### config.mk
export PLATFORM = sky130hd
export DESIGN_NAME = dsam_channel_scheduler_flat
export DESIGN_NICKNAME = d
export VERILOG_FILES = /design/src/rtl/dsam_channel_scheduler_if.sv /design/src/rtl/dsam_channel_scheduler.sv /design/src/flat_wrapper.sv
export SDC_FILE = /design/constraint.sdc
export NUM_CORES = 1
export LEC_CHECK = 0
export CAP_MARGIN = 10
export CORE_MARGIN = 2
export CORE_UTILIZATION = 49
export CTS_BUF_LIST = sky130_fd_sc_hd__clkbuf_2 sky130_fd_sc_hd__clkbuf_4 sky130_fd_sc_hd__clkbuf_8
export DETAILED_ROUTE_END_ITERATION = 10
export PLACE_DENSITY = 0.87
export SLEW_MARGIN = 20
export SYNTH_ARGS = -nofsm -noshare
export SYNTH_HDL_FRONTEND = slang
export SYNTH_SLANG_ARGS = --single-unit
### constraint.sdc
create_clock -name clk -period 3.2 [get_ports clk]
set_input_delay 0.96 -clock clk [delete_from_list [all_inputs] [get_ports clk]]
set_output_delay 0.96 -clock clk [all_outputs]
set_load 0.02 [all_outputs]
### src/rtl/dsam_channel_scheduler_if.sv
// Request and encoder-side handshake bundle for dsam_channel_scheduler.
// master = scheduler, slave = requesters plus encoder.
interface dsam_channel_scheduler_if #(
    parameter int DATA_WIDTH = 16,
    parameter int CHANNELS   = 2
);
    localparam int CHAN_W = (CHANNELS > 1) ? $clog2(CHANNELS) : 1;

    logic [CHANNELS-1:0]            req_valid;
    logic [CHANNELS*DATA_WIDTH-1:0] req_data;
    logic [CHANNELS-1:0]            req_last;
    logic [CHANNELS-1:0]            req_ready;
    logic [DATA_WIDTH-1:0]          enc_data;
    logic                           enc_valid;
    logic [CHAN_W-1:0]              enc_chan;
    logic                           enc_first;
    logic                           enc_ready;

    modport master (
        input  req_valid, req_data, req_last, enc_ready,
        output req_ready, enc_data, enc_valid, enc_chan, enc_first
    );

    modport slave (
        output req_valid, req_data, req_last, enc_ready,
        input  req_ready, enc_data, enc_valid, enc_chan, enc_first
    );
endinterface

### src/rtl/dsam_channel_scheduler.sv
// Round-robin burst scheduler sharing one dsam_encoder between channels.
// Define DSAM_SCHED_STATS_EN to add per-channel delivered-word counters.
module dsam_channel_scheduler #(
    parameter int DATA_WIDTH = 16,
    parameter int CHANNELS   = 2,
    parameter int BURST_LEN  = 4
) (
    input  logic                    clk,
    input  logic                    reset,
`ifdef DSAM_SCHED_STATS_EN
    input  logic                    stat_clear,
    output logic [CHANNELS*32-1:0]  stat_words,
`endif
    dsam_channel_scheduler_if.master bus
);
    localparam int CHAN_W = (CHANNELS > 1) ? $clog2(CHANNELS) : 1;

    typedef enum logic {
        IDLE,
        GRANT
    } state_t;

    state_t              state_q, state_d;
    logic [CHAN_W-1:0]   grant_q, grant_d;
    logic [CHAN_W-1:0]   rr_q, rr_d;
    logic [7:0]          cnt_q, cnt_d;
    logic [CHAN_W-1:0]   pick;
    logic [CHAN_W-1:0]   idx;
    logic                found;
    logic                adv;
    logic                accept;
    logic [CHANNELS-1:0] rdy;
    logic [DATA_WIDTH-1:0] cur_data;

    logic [DATA_WIDTH-1:0] enc_data_q;
    logic                  enc_valid_q;
    logic [CHAN_W-1:0]     enc_chan_q;
    logic                  enc_first_q;

    assign adv      = !enc_valid_q || bus.enc_ready;
    assign accept   = (state_q == GRANT) && adv && bus.req_valid[grant_q];
    assign cur_data = bus.req_data[int'(grant_q)*DATA_WIDTH +: DATA_WIDTH];

    // Round-robin search: first valid requester after rr_q, wrapping.
    always_comb begin
        pick  = '0;
        idx   = '0;
        found = 1'b0;
        for (int i = 1; i <= CHANNELS; i++) begin
            idx = CHAN_W'((int'(rr_q) + i) % CHANNELS);
            if (!found && bus.req_valid[idx]) begin
                found = 1'b1;
                pick  = idx;
            end
        end
    end

    // Only the granted requester sees ready, and only when output can move.
    always_comb begin
        rdy = '0;
        if (state_q == GRANT && adv)
            rdy[grant_q] = 1'b1;
    end

    assign bus.req_ready = rdy;

    // Next-state: arbitrate in IDLE, count and release bursts in GRANT.
    always_comb begin
        state_d = state_q;
        grant_d = grant_q;
        rr_d    = rr_q;
        cnt_d   = cnt_q;
        unique case (state_q)
            IDLE: begin
                if (|bus.req_valid) begin
                    state_d = GRANT;
                    grant_d = pick;
                    cnt_d   = 8'd0;
                end
            end
            GRANT: begin
                if (adv) begin
                    if (!bus.req_valid[grant_q]) begin
                        state_d = IDLE;
                        rr_d    = grant_q;
                    end else begin
                        cnt_d = cnt_q + 8'd1;
                        if (bus.req_last[grant_q] ||
                            cnt_d == 8'(BURST_LEN)) begin
                            state_d = IDLE;
                            rr_d    = grant_q;
                        end
                    end
                end
            end
            default: state_d = IDLE;
        endcase
    end

    // FSM and arbitration state registers.
    always_ff @(posedge clk or negedge reset) begin
        if (!reset) begin
            state_q <= IDLE;
            grant_q <= '0;
            rr_q    <= CHAN_W'(CHANNELS - 1);
            cnt_q   <= 8'd0;
        end else begin
            state_q <= state_d;
            grant_q <= grant_d;
            rr_q    <= rr_d;
            cnt_q   <= cnt_d;
        end
    end

    // Output stage: load on accept, drain on an empty advance, hold on stall.
    always_ff @(posedge clk or negedge reset) begin
        if (!reset) begin
            enc_valid_q <= 1'b0;
            enc_data_q  <= '0;
            enc_chan_q  <= '0;
            enc_first_q <= 1'b0;
        end else if (adv) begin
            enc_valid_q <= accept;
            if (accept) begin
                enc_data_q  <= cur_data;
                enc_chan_q  <= grant_q;
                enc_first_q <= (cnt_q == 8'd0);
            end
        end
    end

    assign bus.enc_data  = enc_data_q;
    assign bus.enc_valid = enc_valid_q;
    assign bus.enc_chan  = enc_chan_q;
    assign bus.enc_first = enc_first_q;

`ifdef DSAM_SCHED_STATS_EN
    logic [31:0] stat_q [CHANNELS];

    // Count words the encoder actually takes, per source channel.
    always_ff @(posedge clk or negedge reset) begin
        if (!reset) begin
            for (int i = 0; i < CHANNELS; i++)
                stat_q[i] <= 32'd0;
        end else if (stat_clear) begin
            for (int i = 0; i < CHANNELS; i++)
                stat_q[i] <= 32'd0;
        end else if (enc_valid_q && bus.enc_ready) begin
            stat_q[enc_chan_q] <= stat_q[enc_chan_q] + 32'd1;
        end
    end

    for (genvar g = 0; g < CHANNELS; g++) begin : g_stat
        assign stat_words[g*32 +: 32] = stat_q[g];
    end
`endif
endmodule

### src/flat_wrapper.sv
// flat-port wrapper written by rule: the top's interface ports become plain ports
module dsam_channel_scheduler_flat 
#(
    parameter int DATA_WIDTH = 16,
    parameter int CHANNELS   = 2,
    parameter int BURST_LEN  = 4
)
  (clk, reset, bus_req_valid, bus_req_data, bus_req_last, bus_enc_ready, bus_req_ready, bus_enc_data, bus_enc_valid, bus_enc_chan, bus_enc_first);
  dsam_channel_scheduler_if #(.DATA_WIDTH(DATA_WIDTH), .CHANNELS(CHANNELS)) bus_i ();
  input  logic clk;
  input  logic reset;
  input wire logic [$bits(bus_i.req_valid)-1:0] bus_req_valid;
  input wire logic [$bits(bus_i.req_data)-1:0] bus_req_data;
  input wire logic [$bits(bus_i.req_last)-1:0] bus_req_last;
  input wire logic [$bits(bus_i.enc_ready)-1:0] bus_enc_ready;
  output wire logic [$bits(bus_i.req_ready)-1:0] bus_req_ready;
  output wire logic [$bits(bus_i.enc_data)-1:0] bus_enc_data;
  output wire logic [$bits(bus_i.enc_valid)-1:0] bus_enc_valid;
  output wire logic [$bits(bus_i.enc_chan)-1:0] bus_enc_chan;
  output wire logic [$bits(bus_i.enc_first)-1:0] bus_enc_first;
  assign bus_i.req_valid = bus_req_valid;
  assign bus_i.req_data = bus_req_data;
  assign bus_i.req_last = bus_req_last;
  assign bus_i.enc_ready = bus_enc_ready;
  assign bus_req_ready = bus_i.req_ready;
  assign bus_enc_data = bus_i.enc_data;
  assign bus_enc_valid = bus_i.enc_valid;
  assign bus_enc_chan = bus_i.enc_chan;
  assign bus_enc_first = bus_i.enc_first;
  dsam_channel_scheduler #(.DATA_WIDTH(DATA_WIDTH), .CHANNELS(CHANNELS), .BURST_LEN(BURST_LEN)) u_core (.clk(clk), .reset(reset), .bus(bus_i));
endmodule
==> results of run 1 <==
## flip-flops by register name, summed over array words and instances (netlist names)
| register | count |
|---|---|
| u_core.state_q | 1 |
| u_core.bus.enc_first | 1 |
| u_core.grant_q | 1 |
| u_core.rr_q | 1 |
| u_core.bus.enc_valid | 1 |
| u_core.bus.enc_data | 16 |
| u_core.bus.enc_chan | 1 |
| u_core.cnt_q | 8 |
## kinds of logic after synthesis
| kind of cell | synth area share, % |
|---|---|
| buffers and inverters | 6.30 |
| adders and majority gates | 2.31 |
| muxes | 11.5 |
| xor gates and xnor gates | 1.61 |
| and+or+nand+nor | 16.3 |
| DFF | 46.2 |
| AOI/OAI and AO/OA | 15.8 |
## power breakdown
part	switching (uW)	total, uW	leakage [uW]	internal, uW
logic	535	1020	0.000616	481
registers	107	637	0.000379	531
clock network	133	248	0.0000387	115
total	775	1900	0.00103	1130
## final cells by class
cell class / instances / share of cell area (%)
multi-input cells: 124 / 33.5
flip-flops and latches: 30 / 32.5
repair buffers: 66 / 27.7
clock buffers: 7 / 2.54
well taps: 44 / 2.38
inverters: 7 / 1.14
clock inverters: 1 / 0.217
## per-stage QoR
| stage | cell area [um2] | total power (uW) |
|---|---|---|
| 3_5_place_dp | 2250 | 1680 |
| 2_1_floorplan | 1630 | 1260 |
| 4_1_cts | 2310 | 1910 |
| 5_1_grt | 2310 | 2040 |
| 3_3_place_gp | 2250 | 1650 |
| 6_report | 2310 | 1900 |
## routing by layer
layer,part of all wire [%],GRT usage [%],vias to the layer above,routed length [um]
met5,0,0,-,0
met4,3.2,13.4,0,122
met3,5.8,7.14,9,221
met2,48,35.2,48,1820
met1,43,27.2,662,1620
li1,-,-,725,-
## worst max-delay path, delay by kind of cell
family        cells  cell delay [ps]
buf+inv           2              790
simple gates      3              360
## repair_timing
item,4_1_cts,5_1_grt
endpoints found under the hold margin,0,0
setup endpoints to repair,2,0
gates resized for setup,2,0
## how the worst max path moves through the flow
stage,to,start,depth (start not counted),slack [ps]
floorplan,bus_req_ready[0],bus_enc_ready,3,670
global placement,bus_req_ready[0],bus_enc_ready,5,-120
detailed placement,bus_req_ready[0],bus_enc_ready,5,-150
CTS,bus_req_ready[0],bus_enc_ready,5,120
global route,bus_req_ready[0],bus_enc_ready,5,30
finish,bus_req_ready[0],bus_enc_ready,5,130
## placed cells by master, fill, tap and decap left out, drive strengths merged
cell type      instances
a211o                  1
ha                     3
o21ai                 27
mux2                   2
xor2                   1
nor4b                  1
dlygate4sd2            2
clkdlybuf4s50         57
a21oi                  1
clkbuf                 7
xnor2                  2
o22ai                  1
inv                    7
nand2                 31
and3                   1
a31oi                  5
clkinv                 1
a32o                   1
a2bb2oi                1
and4                   1
nand2b                 3
buf                    7
mux2i                 16
nand3                  9
nor3                   3
o31ai                  4
o21a                   2
nor2                   8
dfrtp                 29
dfstp                  1
==> flow_summary.toml, run 1 <==
[sta]
worstMarginPinSlew_ps = 391
relSlewSlack_pct = 73.7
slew_violations = 0
rsz0062_at_grt = "false"
hold_slack_ps = 485
fmax_mhz = 325
setup_viol = 0
final.setup_skew_ps = 13.8
finalCritPeriodShare_pct = 96.1
hold_viol = 0
fin_ws_ps = 126
period_needed_ps = 3070
setup_tns_ps = 0

[synthesis]
synth-edff-count = 0
syn_area_um2 = 1630
yosysUniqueCellTypes = 36
yosysSeqAreaShare_pct = 46.2
ys_top_cells_by_count = "nand2_1, dfrtp_1, o21ai_0, mux2i_1, nor2_1"
synth_cells = 172
ys_warn_count = 0
syn_nets = 214
syn_area_per_cell_um2 = 9.46
synth.most_common_cell = "nand2_1"
yosysTopAreaCell = "dfrtp_1"
synthTopCellsByArea = "dfrtp_1, mux2i_1, o21ai_0"
ys_seq_elements = 30
yosysTopAreaCellShare_pct = 44.6
ys.flop_type = "dfrtp_1"
async_flop_share_pct = 100

[flow_run]
maxCapViolCount = 0

[placed_design]
dp_hpwl_um = 2830
preCtsSetupSlack_ps = -154
dp_cells = 271
place.gp.congestion = 0.917
numPortBuffers = 59

[floorplanning]
die_y_um = 61.6
pin_count = 60
placementRows = 20
design.core.area_um2 = 3100
die_w_um = 61.6
die-area_um2 = 3800
initial_core_util_pct = 52.5

[routing]
dr.pass1.iters = 4
wl_per_cell_um = 13.6
post_drt_via_cell_ratio = 5.18
wl_um = 3790
drc_errors = 0
vias = 1444
antenna_left = 0
drt-initial-drc-count = 77

[worst_setup_path]
r2r-end = "u_core.cnt_q[2]"
reg2regPathDepth = 7
crit_slowest_cell = "clkdlybuf4s50_1"
r2r_slack_ps = 1370
slowest_delay_ps = 450
worstPathRequired_ps = 2240
crit_chain = "clkdlybuf4s50_1, nand2b_1, nand2_1, nor2_1, dlygate4sd2_1"
crit_path_end_kind = "output port"
arrival_ps = 2110
path_max_fanout = 3
start_kind = "input port"
worstReg2RegStart = "u_core.grant_q"
critPathKind = "in -> out"

[cts]
clkSlewWorstSetupHoldPaths_ps = 90
ctsHoldBuffers = 0
htreeDepth = 2
root_buffer = "clkbuf_4"
clkLatencyLatePin_ps = 340
postCtsSetupBuffers = 0
cts_tree = "built"
cts_max_path_buffers = 2
cts_buffers = 5
cts_num_sinks = 30

[min_path]
min_path_type = "reg -> reg"
holdPathStages = 2
hp-start = "u_core.bus.enc_data[14]"
hold_end = "u_core.bus.enc_data[14]"

[finish]
antennaDiodeCount = 0
register_area_um2 = 752
final_layout_size_suffix_gt1_share_pct = 9.79
final_core_util_pct = 74.5
multi_input_area_um2 = 773
area_delta_synth_final_pct = 42.0
nFillCells = 254
num-nets-final = 276
fin_cells = 279

[global_routing]
grt_first_pass_wirelength_um = 6020
grt_pass1_vias = 1351
grt_usage_pct = 22.5
grt_antenna_before_repair = 0
grt_max_degree = 31
grt_overflow = 0

[power]
ir_worst_vdd_v = 0.000548
power_per_cell_area_nw_per_um2 = 823
p_leak_uw = 0.00103

[status]
status = "completed"
(Power assumes the default switching activity.)
==> inputs of run 2 (changes only) <==
- SKIP_LAST_GASP: not set -> 1
==> results of run 2 <==
Same layout as run 1: the final DEF is identical, and so are final timing and power.
